<file path="config.mk">
export PLATFORM = sky130hd
export DESIGN_NAME = imem_loader
export DESIGN_NICKNAME = d
export VERILOG_FILES = /design/src/rtl/imem_loader.sv
export SDC_FILE = /design/constraint.sdc
export NUM_CORES = 1
export LEC_CHECK = 0
export BUFFER_PORTS_ARGS = -buffer_cell sky130_fd_sc_hd__buf_2
export CAP_MARGIN = 40
export CORE_ASPECT_RATIO = 1.5
export CORE_MARGIN = 2
export CORE_UTILIZATION = 49
export DETAILED_ROUTE_END_ITERATION = 10
export MAX_ROUTING_LAYER = met4
export PLACE_DENSITY = 0.72
export SLEW_MARGIN = 20
export SYNTH_ARGS = -nofsm -noshare
export SYNTH_HDL_FRONTEND = slang
export SYNTH_SLANG_ARGS = --single-unit
</file>
<file path="constraint.sdc">
create_clock -name clk -period 3.8 [get_ports clk]
set_input_delay 0.57 -clock clk [delete_from_list [all_inputs] [get_ports clk]]
set_output_delay 0.57 -clock clk [all_outputs]
set_load 0.005 [all_outputs]
</file>
<file path="src/rtl/imem_loader.sv">
// Instruction-memory loader: parses a 16-bit word-count header from a byte stream,
// packs big-endian 32-bit words, writes them to imem, then releases the CPU.
module imem_loader #(
    parameter int unsigned ADDR_W    = 6,
    parameter logic [31:0] BASE_ADDR = 32'h0000_0000
) (
    input  logic              clk,
    input  logic              rst_n,
    input  logic              start,
    input  logic [7:0]        rx_data,
    input  logic              rx_valid,
    output logic              rx_ready,
    output logic              wr_en,
    output logic [31:0]       wr_addr,
    output logic [31:0]       wr_data,
    output logic              busy,
    output logic              cpu_run,
    output logic              err,
    output logic [ADDR_W:0]   word_count
);

    typedef enum logic [2:0] {
        IDLE,
        HDR_HI,
        HDR_LO,
        DATA,
        WRITE,
        DONE,
        ERR
    } state_e;

    localparam logic [31:0] CAPACITY = 32'd1 << ADDR_W;

    state_e              state_q;
    logic                rx_ready_q;
    logic                wr_en_q;
    logic [31:0]         wr_addr_q;
    logic [31:0]         wr_data_q;
    logic                busy_q;
    logic                cpu_run_q;
    logic                err_q;
    logic [ADDR_W:0]     word_count_q;
    logic [1:0]          byte_cnt_q;
    logic [ADDR_W-1:0]   idx_q;
    logic [15:0]         n_q;
    logic [31:0]         word_q;

    logic                xfer;
    logic [15:0]         hdr_n_d;
    logic [31:0]         word_d;
    logic [ADDR_W:0]     idx_inc_d;

    assign xfer      = rx_valid && rx_ready_q;
    // The header decision must see the low byte arriving on this very edge.
    assign hdr_n_d   = {n_q[15:8], rx_data};
    assign word_d    = {word_q[23:0], rx_data};
    assign idx_inc_d = {1'b0, idx_q} + 1'b1;

    // NOTE: every output is a register updated on the transition into the state
    // that owns it, so outputs line up with the state they describe; all state
    // here uses non-blocking assignment so updates within one edge never race.
    always_ff @(posedge clk) begin
        if (!rst_n) begin
            state_q      <= IDLE;
            rx_ready_q   <= 1'b0;
            wr_en_q      <= 1'b0;
            wr_addr_q    <= '0;
            wr_data_q    <= '0;
            busy_q       <= 1'b0;
            cpu_run_q    <= 1'b0;
            err_q        <= 1'b0;
            word_count_q <= '0;
            byte_cnt_q   <= '0;
            idx_q        <= '0;
            n_q          <= '0;
            word_q       <= '0;
        end else begin
            wr_en_q <= 1'b0;
            case (state_q)
                IDLE, DONE, ERR: begin
                    if (start) begin
                        state_q      <= HDR_HI;
                        rx_ready_q   <= 1'b1;
                        busy_q       <= 1'b1;
                        cpu_run_q    <= 1'b0;
                        err_q        <= 1'b0;
                        word_count_q <= '0;
                    end
                end
                HDR_HI: begin
                    if (xfer) begin
                        n_q[15:8] <= rx_data;
                        state_q   <= HDR_LO;
                    end
                end
                HDR_LO: begin
                    if (xfer) begin
                        n_q[7:0] <= rx_data;
                        if (hdr_n_d == 16'd0) begin
                            state_q    <= DONE;
                            rx_ready_q <= 1'b0;
                            busy_q     <= 1'b0;
                            cpu_run_q  <= 1'b1;
                        end else if (32'(hdr_n_d) > CAPACITY) begin
                            state_q    <= ERR;
                            rx_ready_q <= 1'b0;
                            busy_q     <= 1'b0;
                            err_q      <= 1'b1;
                        end else begin
                            state_q    <= DATA;
                            byte_cnt_q <= '0;
                            idx_q      <= '0;
                        end
                    end
                end
                DATA: begin
                    if (xfer) begin
                        word_q     <= word_d;
                        byte_cnt_q <= byte_cnt_q + 2'd1;
                        if (byte_cnt_q == 2'd3) begin
                            state_q      <= WRITE;
                            rx_ready_q   <= 1'b0;
                            wr_en_q      <= 1'b1;
                            wr_data_q    <= word_d;
                            wr_addr_q    <= BASE_ADDR + 32'({idx_q, 2'b00});
                            word_count_q <= idx_inc_d;
                        end
                    end
                end
                WRITE: begin
                    if (32'(idx_inc_d) == 32'(n_q)) begin
                        state_q   <= DONE;
                        busy_q    <= 1'b0;
                        cpu_run_q <= 1'b1;
                    end else begin
                        state_q    <= DATA;
                        rx_ready_q <= 1'b1;
                        byte_cnt_q <= '0;
                        idx_q      <= idx_q + 1'b1;
                    end
                end
                default: begin
                    state_q    <= IDLE;
                    rx_ready_q <= 1'b0;
                    busy_q     <= 1'b0;
                    cpu_run_q  <= 1'b0;
                end
            endcase
        end
    end

    assign rx_ready   = rx_ready_q;
    assign wr_en      = wr_en_q;
    assign wr_addr    = wr_addr_q;
    assign wr_data    = wr_data_q;
    assign busy       = busy_q;
    assign cpu_run    = cpu_run_q;
    assign err        = err_q;
    assign word_count = word_count_q;

endmodule

</file>
; Word-level counts from Yosys, hierarchy flattened
; Index checks and enable logic that the tools add are counted.
[word_totals]
register_bits = 101
input_bits = 12
output_inout_bits = 76
word_cells = 106
[op_classes]
add_sub_neg = 3
n_lt_le_gt_ge = 1
eq_ne = 20
n_mux = 44
bitwise_logic = 2
n_reduce_logical = 22
[op_table]
columns = op, count
row1 = $reduce_and 5->1, 5
row2 = $mux 3, 8
row3 = $mux 6, 4
row4 = $ne 2x2->1 const B, 11
row5 = $mux 7, 3
row6 = $eq 7x16->1, 1
row7 = $gt 16x7->1 const B, 1
row8 = $logic_not 16->1, 1
row9 = $mux 1, 16
row10 = $pmux 3 s5, 1
row11 = $pmux 7 s2, 1
row12 = $pmux 6 s2, 1
row13 = $mux 2, 5
row14 = $eq 3x3->1 const B, 3
row15 = $pmux 1 s4, 2
row16 = $add 6x1->7 const B, 1
row17 = $reduce_and 7->1, 1
row18 = $add 6x1->6 const B, 1
row19 = $eq 3x2->1 const B, 2
row20 = $pmux 2 s3, 1
row21 = $reduce_and 2->1, 3
row22 = $reduce_and 3->1, 2
row23 = $reduce_and 6->1, 1
row24 = $reduce_bool 2->1, 3
row25 = 13 further kinds, 14

; Longest topological paths before layout
; Gate-level depths: netlist of the first run.
[depth]
ltp_word = 5
ltp_mapped = 8
ltp_nobuf = 7

; Worst setup path after synthesis of the first run
; Ideal clock, no wire load.
[synth_path]
kind = reg-to-reg
start = reg state_q[2]
end = reg idx_q[2]
t_arrival_ns = 2.646
required_ns = 3.681
slack_ns = 1.035
stages_incl_launch_ff = 9
n_path_buf = 2
period_less_slack_ns = 2.765
path_cell_list = dfxtp_1 -> buf_4 -> or3b_4 -> or4_1 -> or4b_4 -> a2111oi_4 -> buf_6 -> nor2_2 -> o221a_1
[synth_between]
elab_chain_len = 3
[synth_rtl]
columns = element, line
row1 = "start, declared", 34  ; state_e state_q;
row2 = "start signal, assigned", 64  ; state_q <= IDLE;
row3 = "start signal, assigned", 82  ; state_q <= HDR_HI;
row4 = "start signal, assigned", 93  ; state_q <= HDR_LO;
row5 = $eq 3x2->1 or $eq 3x3->1 (tied branches), 79  ; case (state_q)
row6 = $ne 2x2->1 (no line) or $reduce_bool 2->1 (tied branches), n/a
row7 = $reduce_and 5->1 (no line), n/a
row8 = "end signal, assigned", 139  ; idx_q <= idx_q + 1'b1;
row9 = "end, declared", 44  ; logic [ADDR_W-1:0] idx_q;
; Several ways; a longest one is shown, not always the timed one.
; A chain may end at the register's enable or synchronous reset.

; Final worst setup path of the first run
[layout_path]
start = reg state_q[1]
end = reg busy_q, in the netlist busy
[layout_between]
elab_chain_len = 4
[layout_rtl]
columns = element, line
row1 = "$eq 3x3->1, or another cell as far along", 79
row2 = $reduce_or 3->1 or $reduce_or 2->1 (tied branches), n/a
row3 = $ne 2x2->1 (no line) or $not 1->1 (tied branches), n/a
row4 = $reduce_and 5->1 (no line), n/a
row5 = "end signal, assigned", 84  ; busy_q <= 1'b1;
row6 = "end signal, assigned", 102  ; busy_q <= 1'b0;
row7 = "end signal, assigned", 107  ; busy_q <= 1'b0;
row8 = "end, declared", 39  ; logic busy_q;
; Several ways; a longest one is shown, not always the timed one.

==> metrics, run 1 <==
status=completed; setup TNS=0 ns; Pwr Total=2210 µW; Yosys top cell area share=0.453; Fin Hold WS=between 0.4 and 0.5 ns; HPWL after detailed placement=around 7900 µm; synth warn=0; Final Setup Violations=0; Core Rows=between 40 and 50; fin. max-slew vios=0; gpl congestion=0.938; # diodes=0; FF-to-FF setup slack=0.82 ns; global-route wire length before repair=between 15,000 and 20,000 µm; Post-Syn Area per Cell=slightly below 8 µm²; hold depth=2; leakage=between 0.0015 and 0.002 µW; Seq/Total Area, Yosys=0.453; core area=approximately 8800 µm²; cts bufs inserted=9; Die Wd=between 80 and 90 µm; arrival time at the worst endpoint=3.21 ns; CP Buf/Inv Count=1; Slew HR=0.504; hold buffers post-CTS=0; R2R Path Start=state_q[1]$_SDFFE_PN0P_; Pre-antenna DRT Iters=7; CP max-delay cell=or4b_4; post-synth top area cell=dfxtp_1; crit start category=flip-flop; Min-Delay Endpoint=wr_data[2]$_SDFFE_PN0P_; Worst Tran Pin Value=approximately 0.74 ns; Final Cell Area=5050 µm²; initial cell density of the core=0.506; vias in the first global route=between 3,000 and 4,000; Layout area overhead=13.1%; H-tree depth=3; gr ovfl total=0; largest net degree at the start of global routing=51; fillers=about 850; Largest stage delay, worst path=0.57 ns; initial DRC count=382; post-CTS setup buffer count=0; later-pin clock latency in the skew report=around 0.34 ns; peak supply drop=between 300 and 400 µV; CTS tree=built; initial antenna violation count=0; kind of critical path=flip-flop to flip-flop; vias=4,060; Port-buffer cells=a little over 60; Reg2Reg Depth=7; final hold viol count=0; Main synth FF type=dfxtp_1; Yosys reg bits=101; CP Capture Type=flip-flop; num ports=88; CP top delay family=simple AND/OR/NAND/NOR gates; maximum clock rate=~0.34 GHz; Worst-path clk slew=~0.070 ns; Die Footprint=between 9000 and 10,000 µm²; Post-CTS Resized=0; RSZ-0062 raised after global routing=false; Util after Layout=0.572; gr usage total=0.241; clk sink count=slightly above 100; layout cells sized above 1=0.156; synth top area cells=dfxtp_1 45%, nand2_1 13%, a21oi_1 10%; CTS Root Cell=clkbuf_16; critical register-to-register path endpoint=busy$_SDFFE_PN0P_; Mapped Area=around 4500 µm²; Post-DP Area=between 4000 and 5000 µm²; final wirelength=11,000 µm; critical path cell sequence=or3b_4 > or4_1 > or4b_4 > a2111oi_4 > buf_4 > nand2b_1 > a211oi_1; residual DRC count=0; Synth Instances=570; detail-routed via count per cell=5.60; Final Critical Period=roughly 3 ns; maxcap violations=0; Hold WC Path Type=flip-flop to flip-flop; pwr dens=about 440 nW/µm²; WL per Instance=between 15 and 20 µm; Async SR Flop Fraction=0; nets=between 600 and 700; Post-synth EDFFs=0; Layout Skew=just under 0.006 ns; maximum buffer depth of the clock tree=2; Critical Path Fanout Max=17; Crit path required time=approximately 4.0 ns; number of nets still failing antenna checks after routing=0; Netlist cell types=57; Final Cycle Share=0.785; Die Span Y=approximately 120 µm; Hold Startpoint=wr_data[2]$_SDFFE_PN0P_
[where the power goes]
group / total (µW) / switching [µW] / internal (µW)
Combinational: 160 / 108 / 51.8
Sequential: 1080 / 13.2 / 1070
Clock: 964 / 387 / 577
[worst max path at each step]
stage	startpoint	depth (start not counted)	end
after floorplan	state_q[2]$_SDFFE_PN0P_	8	idx_q[2]$_SDFFE_PN0P_
after global placement	state_q[1]$_SDFFE_PN0P_	7	busy$_SDFFE_PN0P_
after detailed placement	state_q[1]$_SDFFE_PN0P_	7	busy$_SDFFE_PN0P_
after CTS	idx_q[0]$_SDFFE_PN0P_	8	busy$_SDFFE_PN0P_
after global routing	idx_q[0]$_SDFFE_PN0P_	8	busy$_SDFFE_PN0P_
final	state_q[1]$_SDFFE_PN0P_	7	busy$_SDFFE_PN0P_
[through the flow]
step / setup slack, ns / instances
4_1_cts: 0.804 / 724
3_3_place_gp: 0.849 / 708
3_5_place_dp: 0.819 / 708
5_1_grt: 0.644 / 725
6_report: 0.816 / 725
2_1_floorplan: 1.04 / 595
[worst register-to-register path, delay by kind of cell, from the launching register on]
kind            cells  cell delay [ns]
buf+inv             1             0.24
simple gates        4             1.79
compound gates      2             0.36
flops               1             0.47
[cells by family after synthesis]
group,Yosys count,synth area share
AOI/OAI and AO/OA,133,0.175
xor gates and xnor gates,9,0.0177
adders and majority gates,3,0.00785
buffers and inverters,73,0.0877
DFF,101,0.453
muxes,10,0.0224
other,1,0.000840
and+or+nand+nor,240,0.236
[state kept, by name (all words and copies together) (netlist names)]
name,count
wr_data,32
word_q,24
n_q,16
word_count,7
idx_q,6
wr_addr,6
state_q,3
byte_cnt_q,2
busy,1
cpu_run,1
err,1
rx_ready,1
wr_en,1
[metal layers]
metal  part of all wire  global-route usage  up-vias
met1               0.38               0.284     1905
met4              0.030               0.107        0
met3              0.055              0.0402       25
met5                  0                   -        -
met2               0.53               0.399      167
li1                   -                   -     1963
[area by class of cell]
cell class,instances,area (µm²),share of cell area
Clock buffer,10,229,0.0454
Tap cell,110,138,0.0273
Clock inverter,6,86.3,0.0171
Inverter,6,22.5,0.00446
Multi-Input combinational cell,421,2150,0.426
Timing Repair Buffer,71,400,0.0793
Sequential cell,101,2020,0.401
[layout by cell type (no fill, tap or decap), types with 5 or more instances in the layout]
master,synthesis,routed
dfxtp_1,101,101
mux2i_1,10,10
or4_1,7,7
buf_2,1,61
nor3_1,9,8
buf_4,27,9
a21oi_1,89,89
o21ai_0,11,11
inv_1,5,5
xnor2_1,7,7
conb_1,1,26
nor2_1,25,25
clkbuf_16,0,9
nand2_1,156,156
nand3_1,15,15
[cells in the mapped netlist, types with 5 or more instances]
cell and n:
nand2_1 156, dfxtp_1 101, a21oi_1 89, clkbuf_1 36, buf_4 27, nor2_1 25
nand3_1 15, o21ai_0 11, mux2i_1 10, nor3_1 9, or4_1 7, xnor2_1 7
inv_1 5
(Power assumes the default switching activity.)
==> run 2, diff against run 1 <==
==> constraint.sdc (replaced) <==
create_clock -name clk -period 2.85 [get_ports clk]
set_input_delay 0.4275 -clock clk [delete_from_list [all_inputs] [get_ports clk]]
set_output_delay 0.4275 -clock clk [all_outputs]
set_load 0.005 [all_outputs]
==> run 2 against run 1 <==
Non-clock buffer count up 8. Sequential share of layout area down 0.15 points. Clock power up 23%. Power up 29%. Worst hold slack worse by 0.079 ns. Core utilization up 0.21 points. Largest cell class unchanged. Register-to-register slack worse by 0.67 ns. Sequential cell count unchanged. Combinational power up 37%. Die area unchanged. Routed wire length down 0.59%.
==> metrics, run 2 (same netlist as run 1, synthesis figures left out) <==
Pwr Total=2840 µW (+29%); max reg flops=32 (unchanged); Final Setup Violations=0 (unchanged); wire length on met3=479 µm (-21%); Final Critical Period=2.70 ns (-0.284 ns); Top Metal Used=met4; arrival time at the worst endpoint=2.93 ns (-0.28 ns); metal1 wirelength=4320 µm (+2.5%); number of nets still failing antenna checks after routing=0 (unchanged); worst setup path start=idx_q[0]$_SDFFE_PN0P_; HPWL after detailed placement=7770 µm (-1.1%); peak supply drop=449 µV (+40%); Layout area overhead=13.5%; Hold WC Path Type=input port to flip-flop; post-CTS setup buffer count=0 (unchanged); leakage=0.00192 µW (+1.4%); later-pin clock latency in the skew report=0.34 ns (about the same); pwr dens=562 nW/µm² (+28%); core area=8830 µm² (unchanged); most frequent cells in the layout=156 x nand2_1, 101 x dfxtp_1, 89 x a21oi_1; layout cells sized above 1=0.163 (+0.00654); maximum clock rate=0.370 GHz (+11%); Worst Tran Pin Value=0.595 ns (-0.140 ns); CTS Root Cell=clkbuf_16; final hold viol count=0 (unchanged); # diodes=0 (unchanged); final wirelength=10,900 µm (-0.59%); Core Rows=42 (unchanged); most common cell after layout, fill and taps aside=nand2_1; Port-buffer cells=61 (unchanged); num ports=88 (unchanged); Final Cycle Share=0.948 (+0.162); Die Span Y=121 µm (unchanged); FF-to-FF setup slack=0.15 ns (-0.67 ns); vias in the first global route=3,654 (-0.46%); Hold Startpoint=rx_data[1]; Die Wd=81.9 µm (unchanged); initial antenna violation count=0 (unchanged); Slew HR=0.603 (+0.0991); maxcap violations=0 (unchanged); largest net degree at the start of global routing=65 (+27%); crit start category=flip-flop; fin. max-slew vios=0 (unchanged); WL per Instance=15.0 µm (-1.4%); initial cell density of the core=0.506 (unchanged); CTS tree=built; Critical Path Fanout Max=4 (-13); gr ovfl total=0 (unchanged); residual DRC count=0 (unchanged); met2 routed WL=5670 µm (-2.9%); Pre-antenna DRT Iters=4 (-3); initial DRC count=315 (-18%); R2R Path Start=idx_q[0]$_SDFFE_PN0P_; cts bufs inserted=9 (unchanged); RSZ-0062 raised after global routing=false; gr usage total=0.239 (-0.00292); nets=632 (+1.3%); H-tree depth=3 (unchanged); Post-CTS Resized=0 (unchanged); maximum buffer depth of the clock tree=2 (unchanged); gpl congestion=0.935 (-0.31%); setup TNS=0 ns (unchanged); Crit path required time=3.08 ns (-0.94 ns); clk sink count=101 (unchanged); kind of critical path=flip-flop to flip-flop; hold buffers post-CTS=0 (unchanged); vias=4,003 (-1.4%); Die Footprint=9900 µm² (unchanged); Layout Skew=0.00430 ns (-0.00156 ns); detail-routed via count per cell=5.48 (-2.2%); CP Capture Type=flip-flop; Worst-path clk slew=0.06 ns (about the same); global-route wire length before repair=17,800 µm (-0.99%); status=completed
-- run 2: power by group --
group	switching, µW	internal (µW)	total, µW
combinational	148	71.6	220
clock	494	694	1190
sequential	11.0	1430	1440
total	653	2190	2840
-- run 2: layout make-up --
cell class                      instances  area (µm²)
Sequential cell                       101        2020
Fill cell                             831        3760
Clock buffer                           12         246
Clock inverter                          2        35.0
Timing Repair Buffer                   79         453
Tap cell                              110         138
Multi-Input combinational cell        421        2150
Inverter                                6        22.5
-- run 2: path summary, 6_finish.rpt --
kind / to / cells past startpoint
hold reg to reg: wr_data[4]$_SDFFE_PN0P_ / 2
hold / removal: n_q[1]$_SDFFE_PN0P_ / 3
setup reg to reg: idx_q[2]$_SDFFE_PN0P_ / 8
setup / recovery: idx_q[2]$_SDFFE_PN0P_ / 8
-- run 2: layer usage --
| metal | vias up | global-route usage |
|---|---|---|
| met5 | - | - |
| met4 | 0 | 0.127 |
| met3 | 29 | 0.0372 |
| met2 | 111 | 0.375 |
| met1 | 1888 | 0.291 |
| li1 | 1975 | - |
-- run 2: per-stage QoR --
stage          worst slack [ns]  utilization  hold WS, ns  instance area [µm²]  std cells
3_3_place_gp              0.119        0.542        0.440                 4780        717
4_1_cts                  0.0731        0.574        0.366                 5060        731
5_1_grt                  0.0229        0.574        0.379                 5060        731
2_1_floorplan            0.0850            -        0.431                 4560        595
3_5_place_dp             0.0820        0.542        0.444                 4780        717
6_report                  0.150        0.574        0.374                 5060        731
-- run 2: critical path, stage by stage (launching register included) --
cell       delay [ns]
dfxtp_1          0.32
ha_1             0.33
xor2_1           0.15
or4_1            0.46
or4b_4           0.56
a2111oi_4        0.30
buf_4            0.20
nor2_2           0.04
o221a_1          0.22
==> run 3, diff against run 2 <==
--- a/config.mk
+++ b/config.mk
@@ -13,6 +13,8 @@
 export DETAILED_ROUTE_END_ITERATION = 10
 export MAX_ROUTING_LAYER = met4
 export PLACE_DENSITY = 0.72
+export RECOVER_POWER = 100
+export SKIP_CTS_REPAIR_TIMING = 1
 export SLEW_MARGIN = 20
 export SYNTH_ARGS = -nofsm -noshare
 export SYNTH_HDL_FRONTEND = slang
==> run 3 against run 2 <==
Sequential share of layout area increased by 0.34 points. Routed wire length about the same. Worst hold slack improved by 0.0017 ns. First-iteration DRC count decreased by 5.1%. Register-to-register slack about the same. Largest power group unchanged. Sequential power about the same. Power decreased by 0.19%. Critical endpoint is now byte_cnt_q[1]$_SDFFE_PN0P_. Count of clock-buffer cells in the layout unchanged. Core utilization decreased by 0.48 points.
==> metrics, run 3 (same netlist as run 1, synthesis figures left out) <==
status=completed; Post-DP Area=4780 µm² (unchanged); number of nets still failing antenna checks after routing=0 (unchanged); Final Cycle Share=0.946 (-0.00103); Worst-path clk slew=0.06 ns (about the same); fillers=848 (+2.0%); maximum buffer depth of the clock tree=2 (unchanged); num ports=88 (unchanged); Final Critical Period=2.70 ns (-0.00295 ns); initial antenna violation count=0 (unchanged); Crit path required time=3.12 ns (+0.04 ns); arrival time at the worst endpoint=2.97 ns (+0.04 ns); nets=632 (unchanged); Layout area overhead=12.5%; Hold WC Path Type=input port to flip-flop; Util after Layout=0.569 (-0.00482); vias in the first global route=3,654 (unchanged); peak supply drop=447 µV (-0.46%); cts bufs inserted=9 (unchanged); initial cell density of the core=0.506 (unchanged); largest net degree at the start of global routing=65 (unchanged); CTS Root Cell=clkbuf_16; Die Footprint=9900 µm² (unchanged); later-pin clock latency in the skew report=0.34 ns (about the same); final wirelength=10,900 µm (about the same); H-tree depth=3 (unchanged); Layout Skew=0.00515 ns (+0.000848 ns); clock power share=0.418 (about the same); leakage=0.00181 µW (-5.6%); HPWL after detailed placement=7770 µm (unchanged); core area=8830 µm² (unchanged); CP max-delay cell=or4b_2; gr usage total=0.239 (unchanged); Core Rows=42 (unchanged); maxcap violations=0 (unchanged); gr ovfl total=0 (unchanged); Fin Hold WS=0.375 ns (+0.00173 ns); crit start category=flip-flop; Switching Power=650 µW (-0.52%); detail-routed via count per cell=5.52 (+0.87%); Die Span Y=121 µm (unchanged); initial DRC count=299 (-5.1%); kind of critical path=flip-flop to flip-flop; max reg flops=32 (unchanged); final hold viol count=0 (unchanged); setup TNS=0 ns (unchanged); Largest stage delay, worst path=0.61 ns (+0.05 ns); residual DRC count=0 (unchanged); RSZ-0062 raised after global routing=false; Final Setup Violations=0 (unchanged); most frequent cells in the layout=156 x nand2_1, 101 x dfxtp_1, 89 x a21oi_1; Port-buffer cells=61 (unchanged); Sequential Power Share=0.506 (about the same); fin. max-slew vios=0 (unchanged); vias=4,038 (+0.87%); maximum clock rate=0.371 GHz (+0.11%); CP Capture Type=flip-flop; Worst Tran Pin Value=0.810 ns (+0.215 ns); pwr dens=565 nW/µm² (+0.66%); Slew HR=0.460 (-0.143); Die Wd=81.9 µm (unchanged); CTS tree=built; gpl congestion=0.935 (unchanged); # diodes=0 (unchanged); critical path cell sequence=or4_1 > or3_1 > o31ai_1 > nand2_1 > or4b_2 > a21oi_1; Critical Path Fanout Max=5 (+1); switching part of the total power=0.229 (-0.000772); WL per Instance=14.9 µm (about the same); most common cell after layout, fill and taps aside=nand2_1; Comb power frac=0.076 (about the same); layout cells sized above 1=0.121 (-0.0419); Pre-antenna DRT Iters=5 (+1); global-route wire length before repair=17,800 µm (unchanged); clk sink count=101 (unchanged); P_int=2190 µW (about the same); Final Cell Area=5020 µm² (-0.84%)
[run 3: path summary, 6_finish.rpt]
path              cells past startpoint                     start                         end  slack, ns
setup reg to reg                      6      n_q[11]$_SDFFE_PN0P_  byte_cnt_q[1]$_SDFFE_PN0P_       0.15
hold reg to reg                       2  wr_data[21]$_SDFFE_PN0P_    wr_data[21]$_SDFFE_PN0P_       0.45
setup / recovery                      6      n_q[11]$_SDFFE_PN0P_  byte_cnt_q[1]$_SDFFE_PN0P_       0.15
hold / removal                        3                rx_data[1]         n_q[1]$_SDFFE_PN0P_       0.38
[run 3: layer usage]
layer / up-vias / share of wire / global-route usage
met1: 1900 / 0.39 / 0.291
met5: - / 0 / -
met3: 35 / 0.046 / 0.0372
li1: 1972 / - / -
met4: 0 / 0.045 / 0.127
met2: 131 / 0.51 / 0.375
[run 3: final cells by class]
| cell class | instances | area [µm²] | share of cell area |
|---|---|---|---|
| flip-flops and latches | 101 | 2020 | 0.403 |
| well taps | 110 | 138 | 0.0274 |
| clock buffers | 12 | 246 | 0.0491 |
| repair buffers | 79 | 415 | 0.0827 |
| inverters | 6 | 22.5 | 0.00448 |
| clock inverters | 2 | 35.0 | 0.00698 |
| multi-input cells | 421 | 2140 | 0.427 |
[run 3: power by group through the flow]
stage | clock network (µW) | logic (µW) | registers, µW
floorplan | 0 | 175 | 1470
global placement | 0 | 216 | 1470
detailed placement | 0 | 216 | 1470
CTS | 1200 | 217 | 1440
global route | 1260 | 244 | 1440
finish | 1190 | 217 | 1440
[run 3: per-stage QoR]
stage	std cells	power, µW	setup WS (ns)
2_1_floorplan	595	1640	0.0850
3_3_place_gp	717	1680	0.119
3_5_place_dp	717	1690	0.0820
4_1_cts	731	2860	0.0731
5_1_grt	731	2940	0.0229
6_report	731	2840	0.153
[run 3: critical path: cells and delay by family (launching register included)]
kind	cells	cell delay, ns
simple gates	4	1.76
compound gates	2	0.56
flops	1	0.31
